[src/rtl/ram_arb_pkg.sv]
// Shared types and defaults for the two-port RAM arbiter.
// Optional feature macro: RAM_ARB_ROUND_ROBIN_EN (round-robin contention policy).
package ram_arb_pkg;

    localparam int ADDR_W_DEF = 12;
    localparam int DATA_W_DEF = 16;

    typedef enum logic [1:0] {
        IDLE   = 2'd0,
        SERVE0 = 2'd1,
        SERVE1 = 2'd2
    } state_t;

endpackage

[src/rtl/arb2_select.sv]
// Two-requester grant decision.
// Macro RAM_ARB_ROUND_ROBIN_EN: when defined, a pointer input picks the
// favoured requester on contention; otherwise requester 0 always wins and
// the pointer port does not exist.
module arb2_select
    import ram_arb_pkg::*;
(
    input  logic req0,
    input  logic req1,
`ifdef RAM_ARB_ROUND_ROBIN_EN
    input  logic ptr,
`endif
    output logic sel0,
    output logic sel1
);

    // Resolve at most one selected requester
    always_comb begin
        sel0 = 1'b0;
        sel1 = 1'b0;
`ifdef RAM_ARB_ROUND_ROBIN_EN
        if (req0 && req1) begin
            sel0 = ~ptr;
            sel1 = ptr;
        end else begin
            sel0 = req0;
            sel1 = req1;
        end
`else
        sel0 = req0;
        sel1 = req1 & ~req0;
`endif
    end

endmodule

[src/rtl/ram_port_arbiter.sv]
// Arbitrates two requesters onto a single simple-dual-port RAM.
// One transaction per two cycles: IDLE decides, SERVEn performs the access.
// Macro RAM_ARB_ROUND_ROBIN_EN: round-robin contention policy with a
// one-bit pointer; undefined gives fixed priority to requester 0.
module ram_port_arbiter
    import ram_arb_pkg::*;
#(
    parameter int ADDR_W = ADDR_W_DEF,
    parameter int DATA_W = DATA_W_DEF
) (
    input  logic              clock,
    input  logic              reset,
    input  logic              req0,
    input  logic              req1,
    input  logic              we0,
    input  logic              we1,
    input  logic [ADDR_W-1:0] addr0,
    input  logic [ADDR_W-1:0] addr1,
    input  logic [DATA_W-1:0] wdata0,
    input  logic [DATA_W-1:0] wdata1,
    output logic              gnt0,
    output logic              gnt1,
    output logic              rvalid0,
    output logic              rvalid1,
    output logic [DATA_W-1:0] rdata,
    output logic [DATA_W-1:0] ram_data,
    output logic [ADDR_W-1:0] ram_wraddress,
    output logic [ADDR_W-1:0] ram_rdaddress,
    output logic              ram_wren,
    input  logic [DATA_W-1:0] ram_q
);

    state_t            state_q;
    state_t            state_d;
    logic              sel0;
    logic              sel1;
    logic              rd0;
    logic              rd1;
    logic              rv0_q;
    logic              rv1_q;
    logic [DATA_W-1:0] rdata_q;

`ifdef RAM_ARB_ROUND_ROBIN_EN
    logic rr_q;
`endif

    arb2_select u_sel (
        .req0 (req0),
        .req1 (req1),
`ifdef RAM_ARB_ROUND_ROBIN_EN
        .ptr  (rr_q),
`endif
        .sel0 (sel0),
        .sel1 (sel1)
    );

    // State register
    always_ff @(posedge clock) begin
        if (reset) state_q <= IDLE;
        else       state_q <= state_d;
    end

    // Next-state: IDLE arbitrates, any SERVE returns to IDLE
    always_comb begin
        state_d = IDLE;
        case (state_q)
            IDLE: begin
                if (sel0)      state_d = SERVE0;
                else if (sel1) state_d = SERVE1;
                else           state_d = IDLE;
            end
            SERVE0:  state_d = IDLE;
            SERVE1:  state_d = IDLE;
            default: state_d = IDLE;
        endcase
    end

    // Grants and RAM port drive, combinational from the served requester
    always_comb begin
        gnt0          = 1'b0;
        gnt1          = 1'b0;
        rd0           = 1'b0;
        rd1           = 1'b0;
        ram_wren      = 1'b0;
        ram_data      = '0;
        ram_wraddress = '0;
        ram_rdaddress = '0;
        case (state_q)
            SERVE0: begin
                gnt0 = 1'b1;
                if (we0) begin
                    ram_wren      = 1'b1;
                    ram_wraddress = addr0;
                    ram_data      = wdata0;
                end else begin
                    rd0           = 1'b1;
                    ram_rdaddress = addr0;
                end
            end
            SERVE1: begin
                gnt1 = 1'b1;
                if (we1) begin
                    ram_wren      = 1'b1;
                    ram_wraddress = addr1;
                    ram_data      = wdata1;
                end else begin
                    rd1           = 1'b1;
                    ram_rdaddress = addr1;
                end
            end
            default: ;
        endcase
    end

    // Read capture and rvalid pulse one cycle after the read access
    always_ff @(posedge clock) begin
        if (reset) begin
            rv0_q   <= 1'b0;
            rv1_q   <= 1'b0;
            rdata_q <= '0;
        end else begin
            rv0_q <= rd0;
            rv1_q <= rd1;
            if (rd0 || rd1) rdata_q <= ram_q;
        end
    end

`ifdef RAM_ARB_ROUND_ROBIN_EN
    // Pointer favours the requester that was not just served
    always_ff @(posedge clock) begin
        if (reset)                 rr_q <= 1'b0;
        else if (state_q == SERVE0) rr_q <= 1'b1;
        else if (state_q == SERVE1) rr_q <= 1'b0;
    end
`endif

    assign rvalid0 = rv0_q;
    assign rvalid1 = rv1_q;
    assign rdata   = rdata_q;

endmodule

[config.mk]
export PLATFORM = sky130hd
export DESIGN_NAME = ram_port_arbiter
export DESIGN_NICKNAME = d
export VERILOG_FILES = /design/src/rtl/ram_arb_pkg.sv /design/src/rtl/arb2_select.sv /design/src/rtl/ram_port_arbiter.sv
export SDC_FILE = /design/constraint.sdc
export NUM_CORES = 1
export LEC_CHECK = 0
export CAP_MARGIN = 5
export CORE_UTILIZATION = 31
export DETAILED_ROUTE_END_ITERATION = 12
export HOLD_SLACK_MARGIN = 0.02
export PLACE_DENSITY = 0.81
export SETUP_SLACK_MARGIN = 0.4
export SYNTH_ARGS = -nofsm -noshare
export SYNTH_HDL_FRONTEND = slang
export SYNTH_HIERARCHICAL = 1
export SYNTH_SLANG_ARGS = --single-unit
[constraint.sdc]
create_clock -name clock -period 2.4 [get_ports clock]
set_input_delay 0.72 -clock clock [delete_from_list [all_inputs] [get_ports clock]]
set_output_delay 0.72 -clock clock [all_outputs]
set_load 0.03 [all_outputs]
==> results of run 1 <==
[layout by cell type (no fill, tap or decap)]
cell             count
inv_2                2
buf_6               48
nor4bb_1             1
nor2b_2             16
dfxtp_1             18
a21oi_2              1
ha_1                 2
and2_4               2
o21ai_1              1
nor2b_1              2
clkbuf_8             4
and3b_1              1
or3b_2               5
dlymetal6s2s_1      13
a21oi_1             15
buf_12               8
a32oi_2              1
buf_8                2
ha_4                 2
dlygate4sd2_1        5
buf_4                7
or3b_1              11
a22oi_2             39
clkdlybuf4s50_1     77
nor2b_4             28
buf_16               3
o21ai_0             15
a21oi_4              1
dfxtp_2              2
bufbuf_16            1
[state kept, by name, indices dropped and copies added (netlist names)]
name / cells
rvalid0: 1
rvalid1: 1
rdata: 16
state_q: 2
[synth_stat cells]
cell type	number
nor2b_1	45
a22oi_1	39
dfxtp_1	20
a21oi_1	17
o21ai_0	15
clkbuf_1	11
or3b_1	11
buf_2	7
or3b_2	5
buf_6	4
ha_1	4
and2_1	2
inv_1	2
a32oi_1	1
and3b_1	1
buf_4	1
nor2b_4	1
nor4bb_1	1
o21ai_1	1
[per-layer routing]
metal | wire length, um | vias up
met5 | 0 | -
met4 | 82 | 0
met3 | 424 | 8
met2 | 3572 | 92
met1 | 2704 | 971
li1 | - | 971
[critical path: stages]
cell	delay (ns)
clkdlybuf4s50_1	0.48
a22oi_2	0.29
nor2b_4	0.07
buf_6	0.14
[metrics by stage]
| step | setup WS [ns] | power [uW] | area, sq um |
|---|---|---|---|
| detailed placement | -0.3222 | 746.8 | 3366 |
| global placement | -0.3357 | 743.8 | 3366 |
| floorplan | 0.2180 | 542.6 | 1996 |
| CTS | 0.0003705 | 1038 | 3847 |
| finish | -0.03001 | 1039 | 3899 |
| global route | -0.05728 | 1078 | 3899 |
[worst max path at each step]
| stage | start | endpoint | slack, ns |
|---|---|---|---|
| global placement | we1 | ram_wraddress[1] | -0.34 |
| global route | state_q[0] | ram_wraddress[1] | -0.06 |
| finish | addr1[1] | ram_wraddress[1] | -0.03 |
| detailed placement | we1 | ram_wraddress[7] | -0.32 |
| CTS | we1 | ram_wraddress[7] | 0.0004 |
| floorplan | we1 | ram_data[6] | 0.22 |
[cell families (layout without fill, tap and decap cells)]
family / after synthesis / in the layout / share of synthesized area
AO/OA/AOI/OAI: 73 / 73 / 0.3070
flip-flops: 20 / 20 / 0.2634
AND/OR/NAND/NOR: 66 / 66 / 0.3070
buffers and inverters: 25 / 170 / 0.08971
adder cells (fa/ha/maj): 4 / 4 / 0.03292
[cell type report]
type	count	area share
Multi-Input combinational cell	143	0.3780
Sequential cell	20	0.1033
Clock buffer	4	0.01412
Tap cell	67	0.02150
Inverter	2	0.001926
Timing Repair Buffer	164	0.4811
[power groups by stage]
stage	Clock, uW	Combinational (uW)	Sequential, uW
after floorplan	0	165	378
after global placement	0	386	357
after detailed placement	0	389	357
after CTS	262	426	350
after global routing	275	452	351
final	259	431	349
[timing repair]
action / in CTS / in global routing
gates cloned: 4 / 0
pin swaps: 30 / 10
endpoints found under the setup margin: 61 / 57
setup buffers: 6 / 0
resized for setup: 83 / 18
==> results by group, run 1 <==
Status
  • Result of the run: complete, but fails checks
  • Failing checks: negative setup slack

Setup path
  • CP required: 1.68 ns
  • R2R Setup Slk: 0.45 ns
  • Crit Reg-Reg Startpoint: state_q[0]
  • Endpoint type of the worst setup path: primary output
  • CP arrival: 1.71 ns
  • Critical Path Fanout Max: 2
  • Length in cells of the worst reg-to-reg path: 9
  • Capturing point of the worst reg2reg path: rdata[9]
  • Setup crit start kind: input port
  • Critical path class: input port to primary output

Clock network
  • CTS H-tree lvls: 1
  • Sink count of the clock tree: 20
  • Clock root buffer: clkbuf_8
  • Clock tree from TritonCTS: done
  • Clock latency on the worst-skew pair: 0.26 ns
  • Number of buffers added to fix hold violations after cts: 0
  • Inserted Clock Buffers: 3
  • Clock edge transition at the registers on the reported setup and hold paths: 0.08 ns
  • Number of buffers between clock root and the deepest sink: 2

Logic synthesis
  • Cell area after synthesis: 1520 sq um
  • Gate Count Post-Synth: 188
  • Dominant cells by area after synthesis: dfxtp_1, a22oi_1, nor2b_1
  • Number of warnings issued by yosys: 6
  • Synthesized netlist net count: 270
  • Average cell area after synthesis: 8.086 sq um
  • Number of register bits inferred by synthesis: 20
  • Proportion of synthesized chip area in sequential cells: 0.2634
  • Unique masters post-synth: 19
  • Share of Yosys cell area claimed by the top area cell type: 0.2634
  • Biggest area consumer among synthesized cells: dfxtp_1

Global route
  • Number of global-route vias before repair: 2031
  • Layer with the highest usage after global routing: met2
  • Overall Global Routing Usage: 0.2563
  • Aggregate global routing overflow: 0
  • Met3 usage in global routing: 0.04583
  • Global routing usage on met1: 0.3032
  • Largest net degree at the start of global routing: 42
  • Met2 usage in global routing: 0.4780
  • Initial antenna violation count: 0
  • Global-route wire length before repair: 10.49 mm

Die
  • CORE AREA: 4723 sq um
  • Die span in y: 72.03 um
  • Initial cell density of the core: 0.3219
  • Width of the chip: 72.03 um
  • Cell Rows: 25
  • Area enclosed by the die boundary: 5188 sq um
  • Number of top-level design ports: 139

Power
  • Sequential share of power: 0.336
  • Clk pwr share: 0.249
  • Maximum vdd drop: 415.5 uV
  • Net Sw Frac: 0.2823
  • Switch Pwr: 293.4 uW
  • Cell area power density: 266.6 nW/um^2
  • Pleak: 0.001550 uW
  • Internal power consumption: 746.0 uW
  • Combinational share of power: 0.415

Drt
  • Via count: 2042
  • DRT antenna net count: 0
  • Via-per-instance ratio: 5.105
  • Total wire length: 6.784 mm
  • Residual DRC count: 0
  • DR pass1 iterations: 4
  • 1st-iter DRT viols: 81
  • Average wire length per cell after detail routing: 16.96 um

Min path
  • Endpoint with the worst hold slack: rdata[8]
  • Count of cells along the worst hold path: 2
  • Worst Min Path Start: rdata[8]
  • Worst min path class: register to register

STA
  • Measured slew at the worst slew-check pin: 0.3377 ns
  • Min setup slack post-route: -0.03001 ns
  • Final hold slack: 0.5484 ns
  • Normalized max-slew margin: 0.7745
  • Setup repair after global routing missed its margin: yes
  • Final clock period utilization by the worst path: 1.013
  • Final count of negative-setup-slack endpoints: 3
  • Max-slew violation total from the final report: 0
  • Fin Setup TNS: -0.04493 ns
  • Post-route clock skew: 0.004709 ns
  • Fmax: 0.4115 GHz
  • Crit path time final: 2.430 ns
  • Final hold violations: 0

Layout
  • Net count of the finished layout: 416
  • Number of diodes added for antenna fixing: 0
  • Area occupied by registers: 402.9 sq um
  • Number of cells in the finished layout apart from fillers: 400
  • Fill cell instance count of the final layout: 272
  • Layout cell share with drive strength beyond 1: 0.5165
  • Footprint of the multi-input gates: 1474 sq um
  • Core Util, Final: 0.8254
  • Area growth from synthesis to layout: 156.5%

Placed design
  • Number of buffer cells added on primary ports: 138
  • Total half-perimeter wirelength after legalization and detailed placement: 4.213 mm
  • Number of cells in the design after placement: 386
  • Routability cong.: 0.6812

Flow run
  • Total of max-cap violations: 0
Note: power is estimated with default switching activity, not from simulation.
==> run 2, diff against run 1 <==
--- a/config.mk
+++ b/config.mk
@@ -6,10 +6,10 @@
 export NUM_CORES = 1
 export LEC_CHECK = 0
 export CAP_MARGIN = 5
-export CORE_UTILIZATION = 31
+export CORE_UTILIZATION = 34
 export DETAILED_ROUTE_END_ITERATION = 12
 export HOLD_SLACK_MARGIN = 0.02
-export PLACE_DENSITY = 0.81
+export PLACE_DENSITY = 0.88
 export SETUP_SLACK_MARGIN = 0.4
 export SYNTH_ARGS = -nofsm -noshare
 export SYNTH_HDL_FRONTEND = slang
==> constraint.sdc (replaced) <==
create_clock -name clock -period 2.8 [get_ports clock]
set_input_delay 0.84 -clock clock [delete_from_list [all_inputs] [get_ports clock]]
set_output_delay 0.84 -clock clock [all_outputs]
set_load 0.03 [all_outputs]
==> run 2 against run 1 <==
The run now ends clean. Highest routed layer unchanged. Clock-buffer cell count is the same. Via count rose by 13%. Core utilization is 11 points higher.
==> results by group, run 2 (synthesis gave the netlist of run 1 again) <==
STA
  • Max-slew violation total from the final report: 0
  • Post-route clock skew: 0.01141 ns
  • Crit path time final: 2.694 ns
  • Fmax: 0.3713 GHz
  • Setup repair after global routing missed its margin: yes
  • Normalized max-slew margin: 0.6993
  • Final hold slack: 0.5625 ns
  • Measured slew at the worst slew-check pin: 0.4496 ns
  • Final clock period utilization by the worst path: 0.9620
  • Fin Setup TNS: 0 ns
  • Final count of negative-setup-slack endpoints: 0
  • Final hold violations: 0

Clock network
  • CTS H-tree lvls: 1
  • Number of buffers between clock root and the deepest sink: 2
  • Inserted Clock Buffers: 3
  • Clock tree from TritonCTS: done
  • Clock edge transition at the registers on the reported setup and hold paths: 0.07 ns
  • Sink count of the clock tree: 20
  • Clock latency on the worst-skew pair: 0.27 ns
  • Clock root buffer: clkbuf_8

Power
  • Net Sw Frac: 0.3048
  • Internal power consumption: 632.1 uW
  • Pleak: 0.001368 uW
  • Combinational share of power: 0.420
  • Clk pwr share: 0.250
  • Maximum vdd drop: 403.0 uV
  • Switch Pwr: 277.2 uW
  • Cell area power density: 235.7 nW/um^2
  • Sequential share of power: 0.331

Drt
  • DRT antenna net count: 0
  • Total wire length: 9.992 mm
  • Via-per-instance ratio: 5.908
  • Via count: 2316
  • Average wire length per cell after detail routing: 25.49 um
  • Residual DRC count: 0
  • 1st-iter DRT viols: 163
  • DR pass1 iterations: 4

Placed design
  • Number of buffer cells added on primary ports: 138
  • Number of cells in the design after placement: 368
  • Routability cong.: 0.7592
  • Total half-perimeter wirelength after legalization and detailed placement: 4.701 mm

Die
  • CORE AREA: 4144 sq um
  • Width of the chip: 68.87 um
  • Number of top-level design ports: 139
  • Die span in y: 68.87 um
  • Cell Rows: 23
  • Area enclosed by the die boundary: 4742 sq um
  • Initial cell density of the core: 0.3668

Global route
  • Largest net degree at the start of global routing: 42
  • Met3 usage in global routing: 0.1086
  • Aggregate global routing overflow: 0
  • Layer with the highest usage after global routing: met2
  • Overall Global Routing Usage: 0.3481
  • Number of global-route vias before repair: 2238
  • Initial antenna violation count: 3
  • Met2 usage in global routing: 0.6068
  • Global routing usage on met1: 0.3814
  • Global-route wire length before repair: 11.90 mm

Setup path
  • Cells traversed along the worst timing path: clkdlybuf4s50_1, a22oi_2, nor2b_4, buf_6
  • CP required: 1.96 ns
  • Critical path class: input port to primary output
  • Largest stage delay on the critical path: 0.51 ns
  • First element of the critical path: wdata1[2]
  • Length in cells of the worst reg-to-reg path: 9
  • Capturing point of the worst reg2reg path: rdata[6]
  • Crit Reg-Reg Startpoint: state_q[0]
  • CP arrival: 1.85 ns
  • Worst Setup EP: ram_data[2]
  • Setup crit start kind: input port
  • R2R Setup Slk: 0.87 ns
  • Critical Path Fanout Max: 1
  • Standard cell with the maximum stage delay on the critical path: clkdlybuf4s50_1
  • Endpoint type of the worst setup path: primary output

Layout
  • Number of cells in the finished layout apart from fillers: 392
  • Layout cell share with drive strength beyond 1: 0.5221
  • Net count of the finished layout: 422
  • Most frequent cells in the layout: clkdlybuf4s50_1, buf_6, a22oi_2
  • Most common library cell in the layout ignoring fill and taps: clkdlybuf4s50_1
  • Flip-flop count of the largest register, all copies and words added: 16
  • Area growth from synthesis to layout: 153.7%

Min path
  • Worst min path class: register to register

Flow run
  • Total of max-cap violations: 0

Status
  • Result of the run: completed
-- run 2: worst min-delay path by stage --
| stage | cells past startpoint | end | slack (ns) | start |
|---|---|---|---|---|
| floorplan | 2 | rdata[8] | 0.68 | rdata[8] |
| global placement | 2 | rdata[6] | 0.54 | rdata[6] |
| detailed placement | 2 | rdata[3] | 0.54 | rdata[3] |
| CTS | 2 | rdata[8] | 0.56 | rdata[8] |
| global route | 2 | rdata[2] | 0.58 | rdata[2] |
| finish | 2 | rdata[1] | 0.56 | rdata[1] |
-- run 2: area by class of cell --
class / count / area (sq um)
timing repair buffer: 170 / 1859
multi-input combinational: 143 / 1460
sequential: 20 / 405.4
fill: 133 / 286.5
tap: 50 / 62.56
clock buffer: 4 / 55.05
inverter: 2 / 7.507
antenna: 3 / 7.507
-- run 2: per-stage QoR --
step | setup WS, ns | total power (uW) | util | instance area [sq um]
floorplan | 0.3562 | 462.6 | - | 1967
global placement | -0.1432 | 625.8 | 0.7932 | 3287
detailed placement | -0.2007 | 630.0 | 0.7932 | 3287
CTS | 0.1616 | 868.6 | 0.9010 | 3734
global route | 0.08299 | 936.8 | 0.9303 | 3855
finish | 0.1065 | 909.2 | 0.9309 | 3857
-- run 2: per-layer routing --
metal	vias up	wire, um
met5	-	0
met4	0	579
met3	53	1070
met2	167	4880
met1	1108	3462
li1	988	-
-- run 2: worst max-delay path: cells and delay by family --
| family | cells | cell delay [ns] |
|---|---|---|
| compound gates | 1 | 0.30 |
| buf+inv | 2 | 0.65 |
| simple gates | 1 | 0.07 |
-- run 2: repair_timing --
| item | CTS | global route |
|---|---|---|
| buffers inserted | 4 | 7 |
| hold buffers | 0 | 0 |
| pin swaps | 31 | 15 |
| setup endpoints to repair | 41 | 43 |
| gates resized for setup | 95 | 17 |
| cloned | 6 | 0 |
-- run 2: power by group through the flow --
stage	Combinational (uW)	Sequential [uW]	Clock (uW)
3_3_place_gp	321	305	0
6_report	381	301	227
4_1_cts	347	299	223
2_1_floorplan	139	323	0
5_1_grt	396	301	240
3_5_place_dp	324	306	0
